$ cat config.mk
export PLATFORM = sky130hd
export DESIGN_NAME = axil_reg_slave_flat
export DESIGN_NICKNAME = d
export VERILOG_FILES = /design/src/rtl/axil_reg_slave_if.sv /design/src/rtl/axil_reg_slave.sv /design/src/flat_wrapper.sv
export SDC_FILE = /design/constraint.sdc
export NUM_CORES = 1
export LEC_CHECK = 0
export CAP_MARGIN = 20
export CORE_MARGIN = 5
export CORE_UTILIZATION = 48
export CTS_CLUSTER_SIZE = 8
export DETAILED_ROUTE_END_ITERATION = 16
export PLACE_DENSITY = 0.71
export SLEW_MARGIN = 20
export SYNTH_ARGS = -nofsm -noshare
export SYNTH_HDL_FRONTEND = slang
export SYNTH_SLANG_ARGS = --single-unit
export TNS_END_PERCENT = 30
$ cat constraint.sdc
create_clock -name s_axi_aclk -period 9.8 [get_ports s_axi_aclk]
set_clock_uncertainty 0.05 [all_clocks]
set_input_delay 1.96 -clock s_axi_aclk [delete_from_list [all_inputs] [get_ports s_axi_aclk]]
set_output_delay 1.96 -clock s_axi_aclk [all_outputs]
set_load 0.005 [all_outputs]
$ cat src/rtl/axil_reg_slave_if.sv
// AXI4-Lite bus bundle between a fabric master port and a register slave.
interface axil_reg_slave_if #(
  parameter int DATA_WIDTH = 32,
  parameter int ADDR_WIDTH = 8,
  parameter int RESP_WIDTH = 3
);
  logic [ADDR_WIDTH-1:0]   awaddr;
  logic                    awvalid;
  logic                    awready;
  logic [DATA_WIDTH-1:0]   wdata;
  logic [DATA_WIDTH/8:0]   wstrb;
  logic                    wvalid;
  logic                    wready;
  logic [RESP_WIDTH-1:0]   bresp;
  logic                    bvalid;
  logic                    bready;
  logic [ADDR_WIDTH-1:0]   araddr;
  logic                    arvalid;
  logic                    arready;
  logic [DATA_WIDTH-1:0]   rdata;
  logic [RESP_WIDTH-1:0]   rresp;
  logic                    rvalid;
  logic                    rready;

  modport slave (
    input  awaddr, awvalid, wdata, wstrb, wvalid, bready, araddr, arvalid, rready,
    output awready, wready, bresp, bvalid, arready, rdata, rresp, rvalid
  );

  modport master (
    output awaddr, awvalid, wdata, wstrb, wvalid, bready, araddr, arvalid, rready,
    input  awready, wready, bresp, bvalid, arready, rdata, rresp, rvalid
  );
endinterface

$ cat src/rtl/axil_reg_slave.sv
// AXI4-Lite register slave: three RW words, a read-only count of completed
// writes, SLVERR for unmapped/unaligned accesses and writes to the counter.
module axil_reg_slave #(
  parameter int DATA_WIDTH = 32,
  parameter int ADDR_WIDTH = 8,
  parameter int RESP_WIDTH = 3,
  parameter logic [ADDR_WIDTH-1:0] BASE_ADDR = '0
) (
  input  logic                  s_axi_aclk,
  input  logic                  s_axi_areset,
  axil_reg_slave_if.slave       s_axi,
  output logic [DATA_WIDTH-1:0] ctrl_out
);
  localparam int STRB_WIDTH = DATA_WIDTH / 8;
  localparam logic [RESP_WIDTH-1:0] RESP_OKAY   = '0;
  localparam logic [RESP_WIDTH-1:0] RESP_SLVERR = RESP_WIDTH'(2);

  localparam logic [1:0] W_IDLE      = 2'd0;
  localparam logic [1:0] W_HAVE_ADDR = 2'd1;
  localparam logic [1:0] W_HAVE_DATA = 2'd2;
  localparam logic [1:0] W_RESP      = 2'd3;
  localparam logic       R_IDLE      = 1'b0;
  localparam logic       R_DATA      = 1'b1;

  logic [1:0]            w_state;
  logic                  r_state;
  // Holds readies low until the first clock edge after reset release.
  logic                  bus_en;
  logic [ADDR_WIDTH-1:0] awaddr_q;
  logic [DATA_WIDTH-1:0] wdata_q;
  logic [STRB_WIDTH-1:0] wstrb_q;
  logic [DATA_WIDTH-1:0] regs [3];
  logic [DATA_WIDTH-1:0] wcount;
  logic [RESP_WIDTH-1:0] bresp_q;
  logic [RESP_WIDTH-1:0] rresp_q;
  logic [DATA_WIDTH-1:0] rdata_q;

  logic                  aw_hs, w_hs, ar_hs, w_final;
  logic [ADDR_WIDTH-1:0] wr_addr, wr_off, rd_off;
  logic [DATA_WIDTH-1:0] wr_data, rd_value;
  logic [STRB_WIDTH-1:0] wr_strb;
  logic                  wr_ok, rd_ok;
  logic                  unused_strb;

  assign s_axi.awready = bus_en && (w_state == W_IDLE || w_state == W_HAVE_DATA);
  assign s_axi.wready  = bus_en && (w_state == W_IDLE || w_state == W_HAVE_ADDR);
  assign s_axi.bvalid  = (w_state == W_RESP);
  assign s_axi.bresp   = bresp_q;
  assign s_axi.arready = bus_en && (r_state == R_IDLE);
  assign s_axi.rvalid  = (r_state == R_DATA);
  assign s_axi.rdata   = rdata_q;
  assign s_axi.rresp   = rresp_q;
  assign ctrl_out      = regs[0];

  // Top strobe bit exists only for bus-port width compatibility.
  assign unused_strb = s_axi.wstrb[STRB_WIDTH];

  assign aw_hs   = s_axi.awvalid && s_axi.awready;
  assign w_hs    = s_axi.wvalid && s_axi.wready;
  assign ar_hs   = s_axi.arvalid && s_axi.arready;
  assign w_final = (w_state == W_IDLE && aw_hs && w_hs) ||
                   (w_state == W_HAVE_ADDR && w_hs) ||
                   (w_state == W_HAVE_DATA && aw_hs);

  // Use the latched half of the write if it arrived earlier, else the live bus.
  assign wr_addr = (w_state == W_HAVE_ADDR) ? awaddr_q : s_axi.awaddr;
  assign wr_data = (w_state == W_HAVE_DATA) ? wdata_q : s_axi.wdata;
  assign wr_strb = (w_state == W_HAVE_DATA) ? wstrb_q : s_axi.wstrb[STRB_WIDTH-1:0];

  // BASE_ADDR is 16-byte aligned, so offset[1:0] equals addr[1:0].
  assign wr_off = wr_addr - BASE_ADDR;
  assign rd_off = s_axi.araddr - BASE_ADDR;
  assign wr_ok  = (wr_off[1:0] == 2'b00) && (wr_off[ADDR_WIDTH-1:4] == '0) &&
                  (wr_off[3:2] != 2'd3);
  assign rd_ok  = (rd_off[1:0] == 2'b00) && (rd_off[ADDR_WIDTH-1:4] == '0);

  // Read mux over the register map.
  always_comb begin
    rd_value = wcount;
    case (rd_off[3:2])
      2'd0:    rd_value = regs[0];
      2'd1:    rd_value = regs[1];
      2'd2:    rd_value = regs[2];
      default: rd_value = wcount;
    endcase
  end

  // Enable readies one edge after reset release.
  always_ff @(posedge s_axi_aclk or posedge s_axi_areset) begin
    if (s_axi_areset) bus_en <= 1'b0;
    else              bus_en <= 1'b1;
  end

  // Write channel FSM, operand latches, register bank and write counter.
  always_ff @(posedge s_axi_aclk or posedge s_axi_areset) begin
    if (s_axi_areset) begin
      w_state  <= W_IDLE;
      awaddr_q <= '0;
      wdata_q  <= '0;
      wstrb_q  <= '0;
      bresp_q  <= '0;
      wcount   <= '0;
      for (int r = 0; r < 3; r++) regs[r] <= '0;
    end else begin
      case (w_state)
        W_IDLE: begin
          if (w_final)    w_state <= W_RESP;
          else if (aw_hs) w_state <= W_HAVE_ADDR;
          else if (w_hs)  w_state <= W_HAVE_DATA;
        end
        W_HAVE_ADDR: if (w_hs) w_state <= W_RESP;
        W_HAVE_DATA: if (aw_hs) w_state <= W_RESP;
        default:     if (s_axi.bready) w_state <= W_IDLE;
      endcase
      if (aw_hs) awaddr_q <= s_axi.awaddr;
      if (w_hs) begin
        wdata_q <= s_axi.wdata;
        wstrb_q <= s_axi.wstrb[STRB_WIDTH-1:0];
      end
      if (w_final) begin
        bresp_q <= wr_ok ? RESP_OKAY : RESP_SLVERR;
        if (wr_ok) begin
          wcount <= wcount + 1'b1;
          for (int r = 0; r < 3; r++) begin
            if (wr_off[3:2] == 2'(r)) begin
              for (int b = 0; b < STRB_WIDTH; b++) begin
                if (wr_strb[b]) regs[r][b*8 +: 8] <= wr_data[b*8 +: 8];
              end
            end
          end
        end
      end
    end
  end

  // Read channel FSM; data captured at AR handshake sees pre-write values.
  always_ff @(posedge s_axi_aclk or posedge s_axi_areset) begin
    if (s_axi_areset) begin
      r_state <= R_IDLE;
      rdata_q <= '0;
      rresp_q <= '0;
    end else begin
      case (r_state)
        R_IDLE: begin
          if (ar_hs) begin
            r_state <= R_DATA;
            rdata_q <= rd_ok ? rd_value : '0;
            rresp_q <= rd_ok ? RESP_OKAY : RESP_SLVERR;
          end
        end
        default: if (s_axi.rready) r_state <= R_IDLE;
      endcase
    end
  end
endmodule

$ cat src/flat_wrapper.sv
// flat-port wrapper written by rule: the top's interface ports become plain ports
module axil_reg_slave_flat 
#(
  parameter int DATA_WIDTH = 32,
  parameter int ADDR_WIDTH = 8,
  parameter int RESP_WIDTH = 3,
  parameter logic [ADDR_WIDTH-1:0] BASE_ADDR = '0
)
  (s_axi_aclk, s_axi_areset, ctrl_out, s_axi_awaddr, s_axi_awvalid, s_axi_wdata, s_axi_wstrb, s_axi_wvalid, s_axi_bready, s_axi_araddr, s_axi_arvalid, s_axi_rready, s_axi_awready, s_axi_wready, s_axi_bresp, s_axi_bvalid, s_axi_arready, s_axi_rdata, s_axi_rresp, s_axi_rvalid);
  axil_reg_slave_if #(.DATA_WIDTH(DATA_WIDTH), .ADDR_WIDTH(ADDR_WIDTH), .RESP_WIDTH(RESP_WIDTH)) s_axi_i ();
  input  logic s_axi_aclk;
  input  logic s_axi_areset;
  output logic [DATA_WIDTH-1:0] ctrl_out;
  input wire logic [$bits(s_axi_i.awaddr)-1:0] s_axi_awaddr;
  input wire logic [$bits(s_axi_i.awvalid)-1:0] s_axi_awvalid;
  input wire logic [$bits(s_axi_i.wdata)-1:0] s_axi_wdata;
  input wire logic [$bits(s_axi_i.wstrb)-1:0] s_axi_wstrb;
  input wire logic [$bits(s_axi_i.wvalid)-1:0] s_axi_wvalid;
  input wire logic [$bits(s_axi_i.bready)-1:0] s_axi_bready;
  input wire logic [$bits(s_axi_i.araddr)-1:0] s_axi_araddr;
  input wire logic [$bits(s_axi_i.arvalid)-1:0] s_axi_arvalid;
  input wire logic [$bits(s_axi_i.rready)-1:0] s_axi_rready;
  output wire logic [$bits(s_axi_i.awready)-1:0] s_axi_awready;
  output wire logic [$bits(s_axi_i.wready)-1:0] s_axi_wready;
  output wire logic [$bits(s_axi_i.bresp)-1:0] s_axi_bresp;
  output wire logic [$bits(s_axi_i.bvalid)-1:0] s_axi_bvalid;
  output wire logic [$bits(s_axi_i.arready)-1:0] s_axi_arready;
  output wire logic [$bits(s_axi_i.rdata)-1:0] s_axi_rdata;
  output wire logic [$bits(s_axi_i.rresp)-1:0] s_axi_rresp;
  output wire logic [$bits(s_axi_i.rvalid)-1:0] s_axi_rvalid;
  assign s_axi_i.awaddr = s_axi_awaddr;
  assign s_axi_i.awvalid = s_axi_awvalid;
  assign s_axi_i.wdata = s_axi_wdata;
  assign s_axi_i.wstrb = s_axi_wstrb;
  assign s_axi_i.wvalid = s_axi_wvalid;
  assign s_axi_i.bready = s_axi_bready;
  assign s_axi_i.araddr = s_axi_araddr;
  assign s_axi_i.arvalid = s_axi_arvalid;
  assign s_axi_i.rready = s_axi_rready;
  assign s_axi_awready = s_axi_i.awready;
  assign s_axi_wready = s_axi_i.wready;
  assign s_axi_bresp = s_axi_i.bresp;
  assign s_axi_bvalid = s_axi_i.bvalid;
  assign s_axi_arready = s_axi_i.arready;
  assign s_axi_rdata = s_axi_i.rdata;
  assign s_axi_rresp = s_axi_i.rresp;
  assign s_axi_rvalid = s_axi_i.rvalid;
  axil_reg_slave #(.DATA_WIDTH(DATA_WIDTH), .ADDR_WIDTH(ADDR_WIDTH), .RESP_WIDTH(RESP_WIDTH), .BASE_ADDR(BASE_ADDR)) u_core (.s_axi_aclk(s_axi_aclk), .s_axi_areset(s_axi_areset), .s_axi(s_axi_i), .ctrl_out(ctrl_out));
endmodule
==> flow_metrics.tcl, run 1 <==
set metrics [dict create \
    mappedNetlistArea_um2 9950 \
    fin_area_um2 12000 \
    cts_buffer_depth 3 \
    finalCritPeriodShare_pct 45.6 \
    place_area_um2 11200 \
    hold_buffers 0 \
    core_area_um2 20300 \
    avgSynthCellArea_um2 14.5 \
    cts.htree.levels 1 \
    cts_tree "done" \
    relSlewSlack_pct 34.8 \
    die_w_um 154 \
    drt_iter0_drc 318 \
    cts_resized 0 \
    power.leakage_nw 5.34 \
    hp-class "flop to flop" \
    layout_common_cells "210 x dfrtp_1, 172 x mux2_2, 127 x clkdlybuf4s50_1" \
    rsz0062_at_grt "no" \
    drt_wl_total_mm 22.6 \
    drc 0 \
    rows 52 \
    via_per_inst 5.75 \
    nNetsFinal 857 \
    hold_viol 0 \
    required_ns 7.79 \
    critical_path.endpoint_type "output pin" \
    critPathLaunchType "flop" \
    io_pins 135 \
    layoutNonFillerInstCount 1063 \
    worstMarginPinSlew_ns 0.978 \
    maxSlewViolCount 0 \
    fmax_ghz 0.224 \
    dp_hpwl_mm 14.8 \
    max_cap_violations 0 \
    antenna_left 0 \
    clock_latency_ns 0.53 \
    ys_seq_elements 210 \
    critPathKind "flop to output pin" \
    worst_hold_slack_ns 0.433 \
    syn_to_final_growth_pct 20.7 \
    grt_use_total_pct 19.3 \
    antenna_found_initial 1 \
    grt_max_degree 138 \
    dr.pass1.iters 4 \
    layout_commonest_cell "dfrtp_1" \
    start_util_pct 49.0 \
    overflow 0 \
    cts_setup_buffers 0 \
    grt_pass1_wl_mm 37.3 \
    path_max_fanout 10 \
    clk_pin_slew_ns 0.05 \
    ys_seq_area_share_pct 52.8 \
    drive_gt1_share_pct 34.7 \
    wire_per_inst_um 21.3 \
    netlist_instances 688 \
    grt_pass1_vias 6884 \
    yosysWarnings 0 \
    setup_viol 0 \
    vias 6109 \
    dieHeight_um 154 \
    port_buffers 129 \
    cts_buffers 30 \
    dp.cells 1030 \
    synth_cell_types 53 \
    p_per_area_nw_per_um2 210 \
    critPathArrivalTime_ns 2.46 \
    outcome "finished, final reports clean" \
    clkSinkCount 210 \
    vdd_drop_max_v 0.000199 \
    cts_root_buf "clkbuf_16" \
    gp_congestion 0.740 \
    finalSetupTns_ns 0 \
    die_area_um2 23700 \
    fin_crit_ns 4.47 \
]
==> Yosys cell counts (all sizes together) <==
cell	n	area share [%]
and3	10	0.63
or2	1	0.063
o21a	2	0.15
nand2b	1	0.063
nand3	18	0.91
nor4	3	0.40
a31oi	1	0.063
nand4b	1	0.088
mux2i	5	0.54
nor3	10	0.96
nor4b	1	0.24
buf	54	3.7
o2111ai	4	0.60
o21ai	6	0.45
clkbuf	11	0.42
nand4	9	0.57
and4	5	0.44
or4	1	0.076
dfrtp	210	53
a22o	33	2.9
nor2b	2	0.13
a211oi	1	0.20
a21oi	3	0.19
xnor2	26	2.3
nand2	22	0.98
or3	1	0.063
nor2	13	0.57
ha	5	0.63
mux4	32	7.2
a21o	2	0.15
a2111oi	2	0.43
xor2	5	0.44
a221oi	1	0.088
conb	2	0.076
inv	4	0.15
and2	6	0.38
mux2	175	20
==> per-layer routing <==
| metal | GRT usage [%] | routed length [um] |
|---|---|---|
| met3 | 3.32 | 1120 |
| met4 | 5.68 | 472 |
| met1 | 25.1 | 9470 |
| met5 | 0 | 0 |
| met2 | 33.4 | 11600 |
==> critical path, cell delays in order, from the launching register on <==
cell and delay [ns]:
dfrtp_1 0.42, inv_1 0.10, ha_1 0.46, or2_2 0.23, and2_1 0.19, clkdlybuf4s50_1 0.52
==> area by class of cell <==
class / count / area [um^2]
antenna: 1 / 2.50
clock buffer: 31 / 776
clock inverter: 1 / 8.76
fill: 1612 / 8300
inverter: 4 / 22.5
multi-input combinational: 412 / 4280
sequential: 210 / 5260
tap: 270 / 338
timing repair buffer: 134 / 1320
==> kinds of logic (layout without fill, tap and decap cells) <==
kind of cell	count (synthesis)	after routing	synth area share (%)
mux	212	212	27.6
flops	210	210	52.8
simple gates	104	104	6.54
buf+inv	69	170	4.31
compound gates	55	55	5.23
xor+xnor	31	31	2.73
fa+ha+maj	5	5	0.629
other cells	2	6	0.0755
==> flip-flops by register name (all words and copies together) (netlist names), 2 cells and up <==
| register | flops |
|---|---|
| u_core.regs | 64 |
| u_core.ctrl_out | 32 |
| u_core.s_axi.rdata | 32 |
| u_core.wcount | 32 |
| u_core.wdata_q | 32 |
| u_core.awaddr_q | 8 |
| u_core.wstrb_q | 4 |
| u_core.w_state | 2 |
==> worst paths after layout <==
| kind | startpoint | end | slack [ns] | depth (start not counted) |
|---|---|---|---|---|
| worst min register to register | u_core.wcount[31]$_DFFE_PP0P_ | u_core.wcount[31]$_DFFE_PP0P_ | 0.43 | 1 |
| max in group asynchronous | s_axi_areset | u_core.wdata_q[6]$_DFFE_PP0P_ | 6.20 | 3 |
| worst max register to register | u_core.w_state[0]$_DFFE_PP0P_ | u_core.wcount[1]$_DFFE_PP0P_ | 6.54 | 7 |
| worst min-delay path | u_core.wcount[31]$_DFFE_PP0P_ | u_core.wcount[31]$_DFFE_PP0P_ | 0.43 | 1 |
| min in group asynchronous | s_axi_areset | u_core.s_axi.rdata[25]$_DFFE_PP0P_ | 2.00 | 2 |
| worst max-delay path | u_core.w_state[1]$_DFFE_PP0P_ | s_axi_wready | 5.33 | 5 |
==> through the flow <==
| step | utilization (%) | power, W | worst slack (ns) |
|---|---|---|---|
| after floorplan | - | 0.00150 | 2.05 |
| after global placement | 55.2 | 0.00162 | 5.24 |
| after detailed placement | 55.2 | 0.00166 | 5.18 |
| after CTS | 59.1 | 0.00256 | 5.38 |
| after global routing | 59.1 | 0.00266 | 5.22 |
| final | 59.1 | 0.00253 | 5.33 |
==> power by group <==
group	internal [W]	switching, W	leakage (nW)
combinational	0.000299	0.000266	2.13
sequential	0.00100	0.0000759	2.82
clock	0.000547	0.000337	0.386
(Power assumes the default switching activity.)
==> inputs of run 2 (changes only) <==
- PLACE_DENSITY: 0.71 -> 0.74
- clock period: 9.8 -> 3.9 ns (I/O delays scaled with it)
==> run 2 against run 1 <==
Net effect: design area up 0.80%; clock-buffer cell count unchanged; setup slack worse by 4.7 ns; wire length up 0.63%; flip-flop and latch count unchanged; sequential power rose to 2.5 times the previous value; critical path type unchanged; largest cell class unchanged; largest power group unchanged.
==> flow_metrics.tcl, run 2 (synthesized netlist as in run 1, its figures left out) <==
set metrics [dict create \
    critPathArrivalTime_ns 2.42 \
    cts_buffer_depth 3 \
    outcome "finished, final reports clean" \
    drt_iter0_drc 251 \
    dieHeight_um 154 \
    dp_hpwl_mm 15.7 \
    fin_crit_ns 3.25 \
    port_buffers 129 \
    setup_viol 0 \
    clkSinkCount 210 \
    power.leakage_nw 5.39 \
    nNetsFinal 868 \
    largest_register_ffs 64 \
    rows 52 \
    fmax_ghz 0.308 \
    dr.pass1.iters 6 \
    io_pins 135 \
    cts_root_buf "clkbuf_16" \
    gp_congestion 0.774 \
    clock_latency_ns 0.52 \
    finish.utilization_pct 59.6 \
    layout_common_cells "210 x dfrtp_1, 172 x mux2_2, 127 x clkdlybuf4s50_1" \
    hold_viol 0 \
    grt_use_total_pct 19.1 \
    grt_max_degree 55 \
    worstMarginPinSlew_ns 1.10 \
    grt_pass1_vias 6814 \
    core_area_um2 20300 \
    rsz0062_at_grt "no" \
    p_per_area_nw_per_um2 528 \
    clk_pin_slew_ns 0.05 \
    syn_to_final_growth_pct 21.7 \
    min_from "u_core.regs[27]$_DFFE_PP0P_" \
    crit_chain "inv_1 > ha_1 > or2_2 > and2_1 > clkdlybuf4s50_1" \
    max_cap_violations 0 \
    clockPowerShare_pct 34.9 \
    drc 0 \
    overflow 0 \
    hold_buffers 0 \
    p_sw_w 0.00173 \
    drt_wl_total_mm 22.8 \
    multi_input_area_um2 4280 \
    start_util_pct 49.0 \
    cts.htree.levels 1 \
    antenna_found_initial 0 \
    relSlewSlack_pct 26.1 \
    maxSlewViolCount 0 \
    die_area_um2 23700 \
    finalSetupTns_ns 0 \
    critPathLaunchType "flop" \
    drive_gt1_share_pct 35.6 \
    die_w_um 154 \
    cp_slowest_cell "clkdlybuf4s50_1" \
    p_seq_share_pct 42.3 \
    p_total_w 0.00639 \
    finalCritPeriodShare_pct 83.4 \
    rr_startpoint "u_core.w_state[1]$_DFFE_PP0P_" \
    cts_resized 0 \
    intPower_w 0.00466 \
    cts_setup_buffers 0 \
    grt_pass1_wl_mm 36.8 \
    vdd_drop_max_v 0.000297 \
    cts_tree "done" \
    cts_buffers 30 \
    antenna_left 0 \
    swShare_pct 27.0 \
    critical_path.endpoint_type "output pin" \
    hp-class "flop to flop" \
    required_ns 3.07 \
    combinationalPowerShare_pct 22.8 \
    nFillCells 1584 \
    critPathKind "flop to output pin" \
    seq_area_um2 5260 \
    wire_per_inst_um 21.2 \
    largest-register "u_core.regs" \
    layout_commonest_cell "dfrtp_1" \
    slowest_delay_ns 0.53 \
    via_per_inst 5.69 \
    crit_path_start "u_core.w_state[1]$_DFFE_PP0P_" \
    vias 6101 \
    path_max_fanout 10 \
    n_antenna_cell 0 \
]
run 2: cell types whose count changed in the layout (fill, tap and decap cells not counted), sizes merged:
cell      before  now
inv            4    3
clkinvlp       0    1
diode          1    0
buf            7   18
run 2: worst max-delay path: cells and delay by family, from the launching register on:
| kind | cells | cell delay (ns) |
|---|---|---|
| flip-flops | 1 | 0.42 |
| buffers and inverters | 2 | 0.64 |
| adder cells (fa/ha/maj) | 1 | 0.45 |
| AND/OR/NAND/NOR | 2 | 0.40 |
run 2: power by group through the flow:
stage,combinational [W],sequential (W),clock [W]
6_report,0.00146,0.00270,0.00223
4_1_cts,0.00148,0.00270,0.00228
5_1_grt,0.00159,0.00274,0.00237
3_3_place_gp,0.00140,0.00270,0
3_5_place_dp,0.00147,0.00273,0
2_1_floorplan,0.00110,0.00267,0
run 2: cell type report:
| type | count | share of cell area (%) |
|---|---|---|
| clock buffer | 31 | 6.41 |
| clock inverter | 1 | 0.0724 |
| inverter | 4 | 0.155 |
| multi-input combinational | 412 | 35.4 |
| sequential | 210 | 43.4 |
| tap | 270 | 2.79 |
| timing repair buffer | 145 | 11.8 |
run 2: path summary, 6_finish.rpt:
| path | to | slack, ns | cells past startpoint |
|---|---|---|---|
| worst max-delay path | s_axi_wready | 0.65 | 5 |
| worst min-delay path | u_core.regs[27]$_DFFE_PP0P_ | 0.45 | 1 |
| worst max register to register | u_core.wcount[1]$_DFFE_PP0P_ | 0.96 | 7 |
| worst min register to register | u_core.regs[27]$_DFFE_PP0P_ | 0.45 | 1 |
| max in group asynchronous | u_core.regs[13]$_DFFE_PP0P_ | 2.27 | 3 |
| min in group asynchronous | u_core.wdata_q[6]$_DFFE_PP0P_ | 0.75 | 2 |
run 2: per-stage QoR:
stage / hold WS [ns] / cell area, um^2 / std cells / setup WS (ns)
6_report: 0.448 / 12100 / 1073 / 0.649
5_1_grt: 0.463 / 12100 / 1073 / 0.550
4_1_cts: 0.451 / 12100 / 1073 / 0.608
3_5_place_dp: 0.437 / 11300 / 1041 / 0.512
3_3_place_gp: 0.414 / 11300 / 1041 / 0.601
2_1_floorplan: 0.390 / 9960 / 691 / 0.342
run 2: routing by layer:
layer / wire length (um) / GRT usage (%) / vias up
met2: 11400 / 32.7 / 147
met5: 0 / 0 / -
met1: 9770 / 25.0 / 3188
li1: - / - / 2725
met4: 593 / 5.97 / 0
met3: 986 / 3.20 / 41
